===== config.mk =====
export PLATFORM = sky130hd
export DESIGN_NAME = instr_fetch_flat
export DESIGN_NICKNAME = d
export VERILOG_FILES = /design/src/rtl/instr_fetch_if.sv /design/src/rtl/instr_fetch.sv /design/src/flat_wrapper.sv
export SDC_FILE = /design/constraint.sdc
export NUM_CORES = 1
export LEC_CHECK = 0
export ABC_AREA = 1
export BUFFER_PORTS_ARGS = -buffer_cell sky130_fd_sc_hd__buf_2
export CORE_MARGIN = 5
export CORE_UTILIZATION = 30
export DETAILED_ROUTE_END_ITERATION = 10
export HOLD_SLACK_MARGIN = 0.1
export PLACE_DENSITY = 0.58
export RECOVER_POWER = 50
export SKIP_LAST_GASP = 1
export SYNTH_ARGS = -nofsm -noshare
export SYNTH_HDL_FRONTEND = slang
export SYNTH_SLANG_ARGS = --single-unit

===== constraint.sdc =====
create_clock -name clk -period 3.36 [get_ports clk]
set_input_delay 0 -clock clk [delete_from_list [all_inputs] [get_ports clk]]
set_output_delay 0 -clock clk [all_outputs]
set_load 0.01 [all_outputs]

===== src/rtl/instr_fetch_if.sv =====
// Fetch-unit bus: imem request/response plus decode-side instruction and control signals.
// With IFU_ALIGN_CHECK_EN defined the bundle also carries misalign_err.
interface instr_fetch_if #(parameter int n = 32);
  logic          imem_req;
  logic [n-1:0]  imem_addr;
  logic          imem_rvalid;
  logic [31:0]   imem_rdata;
  logic [31:0]   instr;
  logic          instr_valid;
  logic          instr_ready;
  logic [5:0]    op;
  logic [5:0]    funct;
  logic [n-1:0]  pc_out;
  logic [1:0]    jump;
  logic          branch;
  logic          branch_taken;
  logic [n-1:0]  jr_addr;
  logic [15:0]   fetch_count;
  logic [1:0]    state_dbg;
`ifdef IFU_ALIGN_CHECK_EN
  logic          misalign_err;
`endif

  // Handshakes: imem_req is held with a stable imem_addr until imem_rvalid is seen in WAIT;
  // an instruction moves to decode on a cycle where instr_valid & instr_ready are both high.
  modport master (
    output imem_req, imem_addr, instr, instr_valid, op, funct, pc_out, fetch_count, state_dbg,
`ifdef IFU_ALIGN_CHECK_EN
    output misalign_err,
`endif
    input  imem_rvalid, imem_rdata, instr_ready, jump, branch, branch_taken, jr_addr
  );

  modport slave (
    input  imem_req, imem_addr, instr, instr_valid, op, funct, pc_out, fetch_count, state_dbg,
`ifdef IFU_ALIGN_CHECK_EN
    input  misalign_err,
`endif
    output imem_rvalid, imem_rdata, instr_ready, jump, branch, branch_taken, jr_addr
  );
endinterface


===== src/rtl/instr_fetch.sv =====
// Single-outstanding instruction fetch unit: fetch, hold for decode, compute next PC on transfer.
// Optional IFU_ALIGN_CHECK_EN: flag misaligned next PC and halt fetch instead of forcing alignment.
module instr_fetch #(
  parameter int          n        = 32,
  parameter logic [31:0] RESET_PC = 32'h0000_0000
) (
  input  logic       clk,
  input  logic       rst_n,
  instr_fetch_if.master bus
);
  typedef enum logic [1:0] {IDLE = 2'd0, WAIT = 2'd1, HOLD = 2'd2} state_t;

  state_t        state_q;
  logic [n-1:0]  pc_q;
  logic          imem_req_q;
  logic [n-1:0]  imem_addr_q;
  logic [31:0]   instr_q;
  logic          instr_valid_q;
  logic [n-1:0]  pc_out_q;
  logic [15:0]   fetch_count_q;
`ifdef IFU_ALIGN_CHECK_EN
  logic          misalign_q;
`endif

  logic [n-1:0]  pc4;
  logic [n-1:0]  br_off;
  logic [n-1:0]  next_raw;
  logic [n-1:0]  next_pc_d;
  logic          transfer;

  assign transfer = instr_valid_q & bus.instr_ready;
  assign pc4      = pc_out_q + n'(4);
  assign br_off   = {{14{instr_q[15]}}, instr_q[15:0], 2'b00};

  // Jump wins over branch; jump==11 falls through to the sequential/branch path.
  always_comb begin
    next_raw = pc4;
    case (bus.jump)
      2'b01:   next_raw = {pc4[n-1:n-4], instr_q[25:0], 2'b00};
      2'b10:   next_raw = bus.jr_addr;
      default: next_raw = (bus.branch && bus.branch_taken) ? (pc4 + br_off) : pc4;
    endcase
  end

`ifdef IFU_ALIGN_CHECK_EN
  assign next_pc_d = next_raw;
`else
  assign next_pc_d = next_raw & ~{{(n-2){1'b0}}, 2'b11};
`endif

  always_ff @(posedge clk or negedge rst_n) begin
    if (!rst_n) begin
      state_q       <= IDLE;
      pc_q          <= RESET_PC;
      imem_req_q    <= 1'b0;
      imem_addr_q   <= RESET_PC;
      instr_q       <= 32'h0;
      instr_valid_q <= 1'b0;
      pc_out_q      <= RESET_PC;
      fetch_count_q <= 16'h0;
`ifdef IFU_ALIGN_CHECK_EN
      misalign_q    <= 1'b0;
`endif
    end else begin
      case (state_q)
        IDLE: begin
          state_q     <= WAIT;
          imem_req_q  <= 1'b1;
          imem_addr_q <= pc_q;
        end
        WAIT: begin
          if (bus.imem_rvalid) begin
            instr_q       <= bus.imem_rdata;
            pc_out_q      <= pc_q;
            instr_valid_q <= 1'b1;
            imem_req_q    <= 1'b0;
            state_q       <= HOLD;
          end
        end
        HOLD: begin
          if (transfer) begin
            pc_q          <= next_pc_d;
            instr_valid_q <= 1'b0;
            fetch_count_q <= fetch_count_q + 16'd1;
`ifdef IFU_ALIGN_CHECK_EN
            // A misaligned target parks the unit in HOLD with nothing valid until reset.
            if (next_pc_d[1:0] != 2'b00) begin
              misalign_q <= 1'b1;
              state_q    <= HOLD;
              imem_req_q <= 1'b0;
            end else begin
              imem_req_q  <= 1'b1;
              imem_addr_q <= next_pc_d;
              state_q     <= WAIT;
            end
`else
            imem_req_q  <= 1'b1;
            imem_addr_q <= next_pc_d;
            state_q     <= WAIT;
`endif
          end
        end
        default: state_q <= IDLE;
      endcase
    end
  end

  assign bus.imem_req    = imem_req_q;
  assign bus.imem_addr   = imem_addr_q;
  assign bus.instr       = instr_q;
  assign bus.instr_valid = instr_valid_q;
  assign bus.op          = instr_q[31:26];
  assign bus.funct       = instr_q[5:0];
  assign bus.pc_out      = pc_out_q;
  assign bus.fetch_count = fetch_count_q;
  assign bus.state_dbg   = state_q;
`ifdef IFU_ALIGN_CHECK_EN
  assign bus.misalign_err = misalign_q;
`endif
endmodule

===== src/flat_wrapper.sv =====
// flat-port wrapper written by rule: the top's interface ports become plain ports
module instr_fetch_flat 
#(
  parameter int          n        = 32,
  parameter logic [31:0] RESET_PC = 32'h0000_0000
)
  (clk, rst_n, bus_imem_req, bus_imem_addr, bus_instr, bus_instr_valid, bus_op, bus_funct, bus_pc_out, bus_fetch_count, bus_state_dbg, bus_imem_rvalid, bus_imem_rdata, bus_instr_ready, bus_jump, bus_branch, bus_branch_taken, bus_jr_addr);
  instr_fetch_if #(.n(n)) bus_i ();
  input  logic clk;
  input  logic rst_n;
  output wire logic [$bits(bus_i.imem_req)-1:0] bus_imem_req;
  output wire logic [$bits(bus_i.imem_addr)-1:0] bus_imem_addr;
  output wire logic [$bits(bus_i.instr)-1:0] bus_instr;
  output wire logic [$bits(bus_i.instr_valid)-1:0] bus_instr_valid;
  output wire logic [$bits(bus_i.op)-1:0] bus_op;
  output wire logic [$bits(bus_i.funct)-1:0] bus_funct;
  output wire logic [$bits(bus_i.pc_out)-1:0] bus_pc_out;
  output wire logic [$bits(bus_i.fetch_count)-1:0] bus_fetch_count;
  output wire logic [$bits(bus_i.state_dbg)-1:0] bus_state_dbg;
  input wire logic [$bits(bus_i.imem_rvalid)-1:0] bus_imem_rvalid;
  input wire logic [$bits(bus_i.imem_rdata)-1:0] bus_imem_rdata;
  input wire logic [$bits(bus_i.instr_ready)-1:0] bus_instr_ready;
  input wire logic [$bits(bus_i.jump)-1:0] bus_jump;
  input wire logic [$bits(bus_i.branch)-1:0] bus_branch;
  input wire logic [$bits(bus_i.branch_taken)-1:0] bus_branch_taken;
  input wire logic [$bits(bus_i.jr_addr)-1:0] bus_jr_addr;
  assign bus_imem_req = bus_i.imem_req;
  assign bus_imem_addr = bus_i.imem_addr;
  assign bus_instr = bus_i.instr;
  assign bus_instr_valid = bus_i.instr_valid;
  assign bus_op = bus_i.op;
  assign bus_funct = bus_i.funct;
  assign bus_pc_out = bus_i.pc_out;
  assign bus_fetch_count = bus_i.fetch_count;
  assign bus_state_dbg = bus_i.state_dbg;
  assign bus_i.imem_rvalid = bus_imem_rvalid;
  assign bus_i.imem_rdata = bus_imem_rdata;
  assign bus_i.instr_ready = bus_instr_ready;
  assign bus_i.jump = bus_jump;
  assign bus_i.branch = bus_branch;
  assign bus_i.branch_taken = bus_branch_taken;
  assign bus_i.jr_addr = bus_jr_addr;
  instr_fetch #(.n(n), .RESET_PC(RESET_PC)) u_core (.clk(clk), .rst_n(rst_n), .bus(bus_i));
endmodule

; ---- Word-level counts from Yosys, hierarchy flattened
; Cells that the tools add are included.
[totals]
reg_bits = 144
wordCells = 42
inputBits = 72
[classes]
n_addsub = 3
muxes = 13
n_reduce_logical = 11
eq_ne = 6
n_bitwise = 1
[op_table]
columns = operator, n
row1 = $pmux 32 s2, 2
row2 = $mux 32, 2
row3 = $add 32x3->32 const B, 1
row4 = $add 32x32->32, 1
row5 = $add 16x1->16 const B, 1
row6 = $reduce_and 2->1, 4
row7 = $pmux 2 s3, 1
row8 = $reduce_and 3->1, 2
row9 = $eq 2x1->1 const B, 2
row10 = $eq 2x2->1 const B, 2
row11 = $mux 1, 4
row12 = $mux 2, 2
row13 = $reduce_bool 2->1, 2
row14 = $pmux 1 s3, 1
row15 = $reduce_bool 3->1, 1
row16 = $logic_not 2->1, 1
row17 = $ne 2x1->1 const B, 1
row18 = $ne 2x2->1 const B, 1
row19 = $pmux 1 s2, 1
row20 = $and 1x1->1, 1
row21 = $logic_and 1x1->1, 1

; ---- Depth between registers and ports, before layout
[logic_depth]
ltp_word = 6
ltp_mapped = 27

; ---- Least setup slack after synthesis
; OpenSTA, ideal clock, no wires.
[synth_timing]
path_kind = reg2reg
from = reg u_core.pc_out_q[2], in the netlist u_core.bus.pc_out[2]
to = reg u_core.imem_addr_q[23], in the netlist u_core.bus.imem_addr[23]
arrival_ps = 2729
setup_slack_ps = 514
n_path_buf = 0
path_stages_with_launch = 23
setup_ps = 117
cell_sequence = dfrtp_1 > ha_1 > inv_1 > nor2_1 > inv_1 > nor2_2 > xor2_1 > inv_1 > ha_1 > nand2_1 > inv_1 > nand2_1 > nand2_1 > a21oi_1 > nand2_1 > nand2_1 > nand3_1 > nand3_1 > nand3_1 > nand2_1 > nand2_1 > nand2_1 > nand2_1
[synth_between]
elab_chain_cells = 6
[synth_lines]
columns = element, line_no
row1 = start: declaration, instr_fetch.sv:19  ; logic [n-1:0] pc_out_q;
row2 = start signal: assignment, instr_fetch.sv:74  ; pc_out_q <= pc_q;
row3 = $add 32x3->32 (*), instr_fetch.sv:32  ; assign pc4 = pc_out_q + n'(4);
row4 = $add 32x32->32, instr_fetch.sv:41  ; default: next_raw = (bus.branch && bus.branch_taken) ? (pc4 + br_off) : pc4;
row5 = $mux 32 (*), instr_fetch.sv:41
row6 = $pmux 32 s2 (*), instr_fetch.sv:38  ; case (bus.jump)
row7 = $mux 32 (*), instr_fetch.sv:81  ; if (transfer) begin
row8 = $pmux 32 s2 (*), instr_fetch.sv:65  ; case (state_q)
row9 = end signal: assignment, instr_fetch.sv:69  ; imem_addr_q <= pc_q;
row10 = end signal: assignment, instr_fetch.sv:98  ; imem_addr_q <= next_pc_d;
row11 = end: declaration, instr_fetch.sv:16  ; logic [n-1:0] imem_addr_q;
; Every way passes the cells marked *; elsewhere a longest branch is shown, timed or not. The select of a mux whose other input is x is not followed.
; A chain may end at the register's enable or synchronous reset.

; ---- Worst setup path in the final report
[layout_timing]
from = reg u_core.pc_out_q[18], in the netlist u_core.bus.pc_out[18]
to = reg u_core.imem_addr_q[24], in the netlist u_core.bus.imem_addr[24]
; The elaborated chain is that of the path after synthesis.

==> impl_metrics.json <==
{
  "drtIter0Drc": 856,
  "drv_cap": 1,
  "fin_skew_ns": 0.01181,
  "drcViolationCount": 0,
  "clk_latency_ns": 0.43,
  "status": "finished, violations left",
  "yosysTopAreaCellShare_pct": 36.79,
  "antenna_found_initial": 0,
  "cts_num_sinks": 142,
  "synth_warnings": 0,
  "cp_slowest_stage_delay_ns": 0.46,
  "crit_top_cell": "nand2_1",
  "pwr-share-comb_pct": 57.1,
  "fill_cells": 3318,
  "die_x_microns": 189.4,
  "grt_usage_pct": 20.60,
  "vias": 10275,
  "p_int_mw": 6.090,
  "timing.fmax_ghz": 0.3168,
  "synth_top_area_cell": "dfrtp_1",
  "required_ns": 3.69,
  "setup-tns-final_ns": 0,
  "hold_ws_ns": 0.1392,
  "dp_cells": 2045,
  "synth_area_sq_um": 9659,
  "area_growth_syn_to_layout_pct": 31.92,
  "synth.area.top_cells": "dfrtp_1 (37%), nand2_1 (22%), inv_1 (6.7%), o21ai_0 (5.2%), ha_1 (4.5%)",
  "slowest_stage": "dfrtp_2",
  "cp_max_fo": 5,
  "rows": 65,
  "power.density_nw_per_um2": 955.0,
  "peakVddDrop_v": 0.0003976,
  "slew_violations": 76,
  "ios": 200,
  "start_util_pct": 30.53,
  "max_slew_margin_pct": -31.32,
  "worst_slack_ns": 0.2039,
  "grt_overflow_total": 0,
  "arrival_ns": 3.48,
  "hp-class": "in2reg",
  "synthDistinctLibCells": 42,
  "dp_slack_ns": -0.01595,
  "dp_hpwl_mm": 28.57,
  "ctsLongestPathBuffers": 2,
  "root_buffer": "clkbuf_16",
  "worst_pin_slew_ns": 1.970,
  "grt_pass1_vias": 10077,
  "avgSynthCellArea_sq_um": 6.712,
  "wire_per_inst_microns": 17.57,
  "syn_inst": 1439,
  "drt-pass1-iter-count": 5,
  "p_leak_nw": 6.545,
  "violations": "max-capacitance violations, max-slew violations",
  "final_cells": 2125,
  "final_nets": 1818,
  "drt_wl_total_mm": 37.33,
  "antenna_left": 0,
  "drive_above_1_share_pct": 18.51,
  "cts_made_buffers": 17,
  "fin_total_pwr_mw": 12.17,
  "p_seq_share_pct": 26.3,
  "grt_pass1_wl_mm": 58.07,
  "io_buffer_count": 193,
  "worst-setup-path-type": "reg2reg",
  "clkPwrFrac_pct": 16.6,
  "critical_path.startpoint_type": "register",
  "cp_cell_sequence": "nand2_1 -> inv_1 -> nand3_2 -> nor3_2 -> buf_4 -> or2_2 -> and2_1 -> ha_1 -> nand2_1 -> nor2_2 -> and2_1 -> nand3_1 -> nand3_1 -> nand2_1 -> nand3_1 -> nand2_1 -> nand2_1 -> nand2_1 -> nand2_1 -> nand2_1",
  "die_h_microns": 189.4,
  "ys_ff_latch": 142,
  "grt_max_degree": 85,
  "p_sw_mw": 6.079,
  "min_period_ns": 3.156,
  "seq_area_frac_synth_pct": 36.79,
  "setup_viol": 0,
  "path_clk_slew_ns": 0.07,
  "period_share_pct": 93.93,
  "cts_tree": "built",
  "sw_frac_of_total_pct": 49.95,
  "htree_num_levels": 4,
  "place_congestion": 0.9785,
  "dieArea_sq_um": 35890,
  "routed_via_density": 4.835,
  "endpoint_kind": "register",
  "num_antenna_cells": 0,
  "coreArea_sq_um": 31640,
  "r2r_slack_ns": 0.20,
  "final-hold-violation-count": 0
}
-- final cells by class --
type                       count  area (sq um)  area share [%]
clock buffer                  17         425.4           3.339
clock inverter                15         171.4           1.345
inverter                     175         656.9           5.155
multi-input combinational   1062          5554           43.59
sequential                   142          3566           27.99
tap                          402         503.0           3.947
timing repair buffer         312          1866           14.64
-- per-stage QoR --
stage | area, sq um | utilization (%)
finish | 12740 | 40.28
detailed placement | 11400 | 36.03
floorplan | 9671 | -
CTS | 12440 | 39.33
global route | 12740 | 40.28
global placement | 11400 | 36.03
-- cells by family (layout without fill, tap and decap cells) --
family          Yosys count  count (layout)  synth area share, %
xor+xnor                 36              36                3.264
buf+inv                 238             519                9.871
simple gates            776             776                33.07
flops                   142             142                36.79
compound gates          210             210                12.23
other cells               1               4              0.03882
fa+ha+maj                36              36                4.741
-- cell usage after synthesis, drive strengths merged --
cell     number
nor4          1
a31oi         2
ha           35
a32oi         1
nand3b        7
or2           5
o21ai       105
nor3         13
nor3b         1
xor2         24
xnor2        12
buf          25
nor2         77
nand2       577
o2bb2ai       1
clkbuf       38
conb          1
a22oi         1
a22o          8
fa            1
a21o          5
inv         174
and2          6
dfrtp       142
clkinv        1
a21oi        65
nand3        81
o211ai        6
nand4         8
a221o         8
o21bai        8
-- sequential cells by signal, indices dropped and copies added (netlist names) --
signal,flops
u_core.bus.instr_valid,1
u_core.bus.pc_out,30
u_core.bus.imem_req,1
u_core.bus.fetch_count,16
u_core.bus.imem_addr,30
u_core.bus.state_dbg,2
u_core.pc_q,30
u_core.bus.instr,32
-- final timing paths --
path,start,endpoint,cells past startpoint
max,u_core.bus.pc_out[18]$_DFFE_PN0P_,u_core.bus.imem_addr[24]$_DFFE_PN0P_,20
min in group asynchronous,rst_n,u_core.bus.fetch_count[11]$_DFFE_PN0P_,2
min reg2reg,u_core.bus.fetch_count[15]$_DFFE_PN0P_,u_core.bus.fetch_count[15]$_DFFE_PN0P_,1
min,bus_jr_addr[12],u_core.pc_q[12]$_DFFE_PN0P_,5
max in group asynchronous,rst_n,u_core.bus.pc_out[5]$_DFFE_PN0P_,2
max reg2reg,u_core.bus.pc_out[18]$_DFFE_PN0P_,u_core.bus.imem_addr[24]$_DFFE_PN0P_,20
-- routing by layer --
metal  track usage (%)  share of wire, %
met1             28.82                46
met2             33.81                46
met3             3.116               6.0
met4             4.619               1.8
met5                 0                 0
-- cell usage in the layout, fill, tap and decap left out, drive strengths merged, types with 12 or more instances in the layout --
master         n
nand2        577
inv          182
buf          174
dfrtp        142
clkbuf       111
o21ai        105
nand3         81
nor2          77
a21oi         65
dlygate4sd3   44
ha            35
xor2          24
nor3          13
xnor2         12
-- worst max-delay path: cells and delay by family, from the launching register on --
kind	cells	cell delay (ns)
DFF	1	0.46
and+or+nand+nor	17	2.07
buffers and inverters	2	0.22
adders and majority gates	1	0.32
-- power groups by stage --
stage	Sequential [mW]	Clock, mW	Combinational, mW
final	3.20	2.02	6.95
after global routing	3.30	2.11	7.83
after CTS	3.15	2.04	6.67
after detailed placement	3.17	0	6.59
after global placement	3.15	0	6.55
after floorplan	3.29	0	3.82
-- repair_timing --
item	in CTS	in global routing
resized for setup	2	104
buffers inserted	0	4
pin swaps	0	8
endpoints found under the hold margin	125	0
setup endpoints to repair	3	44
hold buffers	44	0
Note: power is estimated with default switching activity, not from simulation.
